## config.mk

```make
export PLATFORM = sky130hd
export DESIGN_NAME = dbg_run_ctrl
export DESIGN_NICKNAME = d
export VERILOG_FILES = /design/src/rtl/dbg_run_ctrl.sv
export SDC_FILE = /design/constraint.sdc
export NUM_CORES = 1
export LEC_CHECK = 0
export CAP_MARGIN = 40
export CORE_ASPECT_RATIO = 0.5
export CORE_MARGIN = 3
export CORE_UTILIZATION = 33
export DETAILED_ROUTE_END_ITERATION = 8
export PLACE_DENSITY = 0.58
export SYNTH_ARGS = -nofsm -noshare
export SYNTH_HDL_FRONTEND = slang
export SYNTH_SLANG_ARGS = --single-unit
```

## constraint.sdc

```tcl
create_clock -name sysclk -period 6.4 [get_ports sysclk]
set_clock_uncertainty 0.2 [all_clocks]
set_input_delay 1.28 -clock sysclk [delete_from_list [all_inputs] [get_ports sysclk]]
set_output_delay 1.28 -clock sysclk [all_outputs]
set_load 0.01 [all_outputs]
```

## src/rtl/dbg_run_ctrl.sv

```systemverilog
// Run-control sequencer for the debug-clocked core: halt/run/step/reset commands,
// core clock enable, core reset request and a single PC breakpoint.
module dbg_run_ctrl #(
    parameter int CNT_W        = 16,
    parameter int RESET_CYCLES = 4,
    parameter int RUN_ON_RESET = 0
) (
    input  logic             sysclk,
    input  logic             reset,
    input  logic             cmd_valid,
    output logic             cmd_ready,
    input  logic [2:0]       cmd_op,
    input  logic [CNT_W-1:0] cmd_arg,
    input  logic             bp_en,
    input  logic [31:0]      bp_addr,
    input  logic [31:0]      pc,
    output logic             clk_en,
    output logic             dm_reset,
    output logic             halted,
    output logic             bp_hit,
    output logic             cmd_err,
    output logic [31:0]      cycle_count
);

    typedef enum logic [1:0] {
        ST_HALTED    = 2'd0,
        ST_RUNNING   = 2'd1,
        ST_STEPPING  = 2'd2,
        ST_RESETTING = 2'd3
    } state_t;

    localparam logic [2:0] OP_NOP   = 3'd0;
    localparam logic [2:0] OP_HALT  = 3'd1;
    localparam logic [2:0] OP_RUN   = 3'd2;
    localparam logic [2:0] OP_STEP  = 3'd3;
    localparam logic [2:0] OP_RESET = 3'd4;

    localparam int     RST_W     = (RESET_CYCLES < 2) ? 1 : $clog2(RESET_CYCLES + 1);
    localparam state_t ST_INIT   = (RUN_ON_RESET != 0) ? ST_RUNNING : ST_HALTED;
    localparam logic   RUN_INIT  = (RUN_ON_RESET != 0);

    state_t             state_q, state_d;
    logic               run_q, run_d;
    logic               dm_reset_q, dm_reset_d;
    logic               bp_hit_q, bp_hit_d;
    logic               cmd_err_q, cmd_err_d;
    logic               bp_skip_q, bp_skip_d;
    logic [CNT_W-1:0]   step_cnt_q, step_cnt_d;
    logic [RST_W-1:0]   rst_cnt_q, rst_cnt_d;
    logic [31:0]        cycle_count_q, cycle_count_d;

    logic bp_stop;
    logic accept;

    // Breakpoint gates the core edge in the very cycle the PC matches.
    assign bp_stop     = bp_en & (pc == bp_addr) & ~bp_skip_q;
    assign clk_en      = run_q & ~bp_stop;
    assign cmd_ready   = (state_q != ST_RESETTING);
    assign accept      = cmd_valid & cmd_ready;
    assign dm_reset    = dm_reset_q;
    assign halted      = (state_q == ST_HALTED);
    assign bp_hit      = bp_hit_q;
    assign cmd_err     = cmd_err_q;
    assign cycle_count = cycle_count_q;

    always_comb begin
        state_d       = state_q;
        bp_hit_d      = bp_hit_q;
        cmd_err_d     = cmd_err_q;
        bp_skip_d     = bp_skip_q;
        step_cnt_d    = step_cnt_q;
        rst_cnt_d     = rst_cnt_q;
        cycle_count_d = cycle_count_q;

        if (clk_en)
            cycle_count_d = cycle_count_q + 32'd1;
        if (run_q)
            bp_skip_d = 1'b0;

        // Internal progress; an accepted command below overrides it.
        if (run_q && bp_stop) begin
            state_d  = ST_HALTED;
            bp_hit_d = 1'b1;
        end else if (state_q == ST_STEPPING && clk_en) begin
            step_cnt_d = step_cnt_q - CNT_W'(1);
            if (step_cnt_q <= CNT_W'(1))
                state_d = ST_HALTED;
        end
        if (state_q == ST_RESETTING) begin
            rst_cnt_d = rst_cnt_q - RST_W'(1);
            if (rst_cnt_q <= RST_W'(1))
                state_d = ST_HALTED;
        end

        if (accept) begin
            case (cmd_op)
                OP_NOP: ;
                OP_HALT: state_d = ST_HALTED;
                OP_RUN: begin
                    state_d   = ST_RUNNING;
                    bp_hit_d  = 1'b0;
                    cmd_err_d = 1'b0;
                    bp_skip_d = 1'b1;
                end
                OP_STEP: begin
                    state_d    = ST_STEPPING;
                    step_cnt_d = (cmd_arg == '0) ? CNT_W'(1) : cmd_arg;
                    bp_hit_d   = 1'b0;
                    cmd_err_d  = 1'b0;
                    bp_skip_d  = 1'b1;
                end
                OP_RESET: begin
                    state_d       = ST_RESETTING;
                    rst_cnt_d     = RST_W'(RESET_CYCLES);
                    bp_hit_d      = 1'b0;
                    cmd_err_d     = 1'b0;
                    cycle_count_d = '0;
                end
                default: cmd_err_d = 1'b1;
            endcase
        end

        run_d      = (state_d == ST_RUNNING) || (state_d == ST_STEPPING);
        dm_reset_d = (state_d == ST_RESETTING);
    end

    always_ff @(posedge sysclk or posedge reset) begin
        if (reset) begin
            state_q       <= ST_INIT;
            run_q         <= RUN_INIT;
            dm_reset_q    <= 1'b0;
            bp_hit_q      <= 1'b0;
            cmd_err_q     <= 1'b0;
            bp_skip_q     <= 1'b0;
            step_cnt_q    <= '0;
            rst_cnt_q     <= '0;
            cycle_count_q <= '0;
        end else begin
            state_q       <= state_d;
            run_q         <= run_d;
            dm_reset_q    <= dm_reset_d;
            bp_hit_q      <= bp_hit_d;
            cmd_err_q     <= cmd_err_d;
            bp_skip_q     <= bp_skip_d;
            step_cnt_q    <= step_cnt_d;
            rst_cnt_q     <= rst_cnt_d;
            cycle_count_q <= cycle_count_d;
        end
    end

endmodule

```

-- Word-level counts from Yosys, hierarchy flattened
Index checks and enable logic that the tools add are counted.
- register bits after elaboration: 58
- bits of input ports: 87
- output and inout port bits: 38
- word-level logic and storage cells: 67
- add/subtract/negate cells: 3
- $lt $le $gt $ge: 2
- eq/ne operators: 11
- mux-type cells: 25
- bitwise logic cells: 7
- reductions and logical operators: 10
- operators by type and width (operator ; number):
    $mux W32 ; 3
    $mux W16 ; 5
    $add A32 B1 Y32 const B ; 1
    $eq A32 B32 Y1 ; 1
    $le A16 B1 Y1 const B ; 1
    $logic_not A16 Y1 ; 1
    $sub A16 B1 Y16 const B ; 1
    $mux W2 ; 6
    $mux W3 ; 3
    $eq A2 B2 Y1 const B ; 4
    $pmux W2 S4 ; 1
    $eq A3 B2 Y1 const B ; 2
    $mux W1 ; 6
    $and A1 B1 Y1 ; 4
    $reduce_or A2 Y1 ; 2
    $eq A3 B1 Y1 const B ; 1
    $eq A3 B3 Y1 const B ; 1
    $le A3 B1 Y1 const B ; 1
    $logic_not A3 Y1 ; 1
    $not A1 Y1 ; 3
    $reduce_or A3 Y1 ; 1
    $sub A3 B1 Y3 const B ; 1
    $eq A2 B1 Y1 const B ; 1
    $logic_and A1 B1 Y1 ; 2
    other kinds (5) ; 5

-- Longest topological paths before layout
- word-level depth: 14
- gate-level depth with buffers: 9

-- Least setup slack after synthesis
Ideal clock, no wire load.
- path type: in2out
- from: input port bp_addr[5]
- to: output port clk_en
- arrival: 2685 ps
- data required time: 4920 ps
- setup slack: 2235 ps
- stages: 7
- path buffers: 2
- path through: xnor2_1 nand4_1 nor4_1 a31o_2 buf_2 inv_2 buf_1
- cells in the longest elaborated chain, start to end: 5
- RTL lines (what ; line ; source):
    start: declaration ; 15 ; input logic [31:0] bp_addr,
    $eq A32 B32 Y1 ; 56 ; assign bp_stop = bp_en & (pc == bp_addr) & ~bp_skip_q;
    $and A1 B1 Y1 (2 in series) ; 56 ;
    $not A1 Y1 ; 57 ; assign clk_en = run_q & ~bp_stop;
    $and A1 B1 Y1 ; 57 ;
    end: declaration ; 17 ; output logic clk_en,
Every way passes these cells.

-- Worst setup path in the final report
- from: input port bp_addr[1]
- to: output port clk_en
Same word-level chain as after synthesis.

==> flow_metrics.py <==
metrics = {
    "status": {
        "status": "finished, final reports clean",
    },
    "placement": {
        "post-dp-hpwl_mm": 7.59,
        "dp_slack_ns": 1.21,
        "placed_cells": 671,
        "port_buffers": 124,
        "gp_congestion": 0.776,
        "dpl_cell_area_um2": 5080,
    },
    "synthesis": {
        "synth_cell_types": 50,
        "syn_nets": 517,
        "yosysTopAreaCell": "dfrtp_1",
        "syn_area_um2": 3710,
        "async_reset_ff_frac": 1.00,
        "synth_edf_count": 0,
        "synth_area_per_cell_um2": 8.72,
        "ys_seq_area_frac": 0.392,
        "ys_ff_latch": 58,
        "yosysWarnings": 0,
        "synthCells": 425,
        "synth_top_area_frac": 0.392,
        "synth.top_cells.by_area": "dfrtp_1 (39%), xnor2_1 (8.3%), a21oi_1 (3.9%)",
        "synth_ff_type": "dfrtp_1",
    },
    "timing": {
        "hold-worst-slack_ns": 0.276,
        "min_period_ns": 5.19,
        "hold_viol": 0,
        "rsz0062_at_grt": "false",
        "fin_crit_sh": 0.811,
        "relSlewSlack": 0.446,
        "maxSlewViolCount": 0,
        "setup_viol": 0,
        "fmax_mhz": 193,
        "layout_setup_ws_ns": 1.21,
        "tightest_slew_ns": 0.824,
        "tns_ns": 0,
    },
    "setup_path": {
        "path_class": "in -> out",
        "cp-start-kind": "input pin",
        "cp_max_fo": 17,
        "critical_path_required_ns": 4.92,
        "crit_arrival_ns": 3.71,
        "worstSetupEndpointType": "output pin",
        "reg2reg_depth": 7,
    },
    "final_layout": {
        "drive_above_1_share": 0.0604,
        "final_area_um2": 5350,
        "diodes": 0,
        "syn2layout_area_growth_pct": 44.5,
        "fin_util": 0.506,
        "multiInputGateArea_um2": 2110,
        "ff_latch_area_um2": 1450,
        "nets": 634,
        "fill_cells": 992,
        "most-common-layout-cells": "clkdlybuf4s50_1 (124), dfrtp_1 (58), nand2_1 (35), xnor2_1 (35), nor2_1 (32)",
        "layout_commonest_cell": "clkdlybuf4s50_1",
        "finalNonFillerCells": 686,
    },
    "die": {
        "die_h_um": 80.9,
        "coreArea_um2": 10600,
        "ioPinCount": 125,
        "chipWidth_um": 156,
        "row_count": 26,
        "die_area_um2": 12600,
        "initial_utilization": 0.351,
    },
    "detailed_routing": {
        "drt_iter0_markers": 169,
        "routed-wl-met2_mm": 4.81,
        "drtPass1Iterations": 4,
        "drc": 0,
        "top_layer_used": "met4",
        "wl_met1_mm": 4.83,
        "met3_length_um": 583,
        "vias": 3702,
        "wl_mm": 10.3,
        "antenna_left": 0,
        "via_per_inst": 5.40,
        "wl_per_cell_um": 15.0,
    },
    "clock_network": {
        "htreeDepth": 3,
        "cts_hold_buf": 0,
        "post-cts-setup-buffers": 0,
        "numCtsBuffers": 9,
        "clock_latency_ns": 0.32,
        "clock-sinks": 58,
        "cts_buffer_depth": 2,
        "cts_resized": 0,
        "cts_tree": "built",
        "cts.reportedPaths.clkPinSlew_ns": 0.05,
        "cts_root_buffer": "clkbuf_16",
    },
    "worst_hold_path": {
        "min_path_type": "reg -> reg",
        "min_path_cells": 1,
    },
    "grt": {
        "grt_pass1_wl_mm": 17.1,
        "grt_pass1_vias": 3443,
        "grt.overflow.total": 0,
        "track_usage": 0.168,
        "antenna_found_initial": 0,
        "grt_max_degree": 59,
    },
    "power": {
        "leakagePower_nw": 1.98,
        "fin_total_pwr_mw": 1.56,
        "power_density_nw_per_um2": 292,
        "irDropWorstVdd_v": 0.000147,
    },
    "job": {
        "maxCapViolCount": 0,
    },
}
## cells in the mapped netlist, types with 12 or more instances
cell type and n:
or3_1 17, clkbuf_1 14, nand2_1 35, inv_1 12, or4_1 15, xnor2_1 35, nand3_1 18, a21oi_1 29
o21ai_0 19, nor2_1 33, nand4_1 20, a31oi_1 14, dfrtp_1 58
## path summary, 6_finish.rpt
kind	slack, ns	to	start
hold / removal	0.28	bp_skip_q$_DFF_PP0_	bp_skip_q$_DFF_PP0_
setup / recovery	1.21	clk_en	bp_addr[1]
setup reg to reg	3.69	step_cnt_q[5]$_DFF_PP0_	state_q[0]$_DFF_PP0_
hold reg to reg	0.28	bp_skip_q$_DFF_PP0_	bp_skip_q$_DFF_PP0_
min in group asynchronous	1.30	cycle_count[1]$_DFF_PP0_	reset
max in group asynchronous	4.20	step_cnt_q[15]$_DFF_PP0_	reset
## state kept, by name, summed over array words and instances (netlist names)
name and count:
state_q 2, step_cnt_q 16, bp_skip_q 1, rst_cnt_q 3, cycle_count 32, run_q 1
cmd_err 1, dm_reset 1, bp_hit 1
## cell families (layout without fill, tap and decap cells)
| kind of cell | count (synthesis) | after routing | share of synthesized area |
|---|---|---|---|
| and+or+nand+nor | 183 | 183 | 0.279 |
| AOI/OAI and AO/OA | 101 | 101 | 0.174 |
| DFF | 58 | 58 | 0.392 |
| xor gates and xnor gates | 39 | 39 | 0.0922 |
| buffers and inverters | 36 | 157 | 0.0388 |
| adders and majority gates | 5 | 5 | 0.0169 |
| muxes | 3 | 3 | 0.00810 |
## metal layers
layer / up-vias / GRT usage
met1: 1769 / 0.225
met3: 8 / 0.0463
met2: 92 / 0.271
li1: 1833 / -
met5: - / 0
met4: 0 / 0.0449
## power by group
| group | switching [mW] | internal [mW] | total (mW) | leakage [nW] |
|---|---|---|---|---|
| Sequential | 0.117 | 0.469 | 0.586 | 0.731 |
| Combinational | 0.267 | 0.269 | 0.537 | 1.11 |
| Clock | 0.162 | 0.278 | 0.441 | 0.138 |
## worst max-delay path: stages
cell	delay [ns]
clkdlybuf4s50_1	0.47
xnor2_1	0.13
nand4_1	0.11
nor4_1	0.74
a31o_2	0.32
inv_2	0.15
clkdlybuf4s50_1	0.52
## cell type report
cell class	count	share of cell area
Multi-Input combinational cell	331	0.395
Clock buffer	12	0.0479
Timing Repair Buffer	129	0.242
Tap cell	140	0.0327
Inverter	13	0.00911
Clock inverter	3	0.00280
Sequential cell	58	0.271
(Power assumes the default switching activity.)
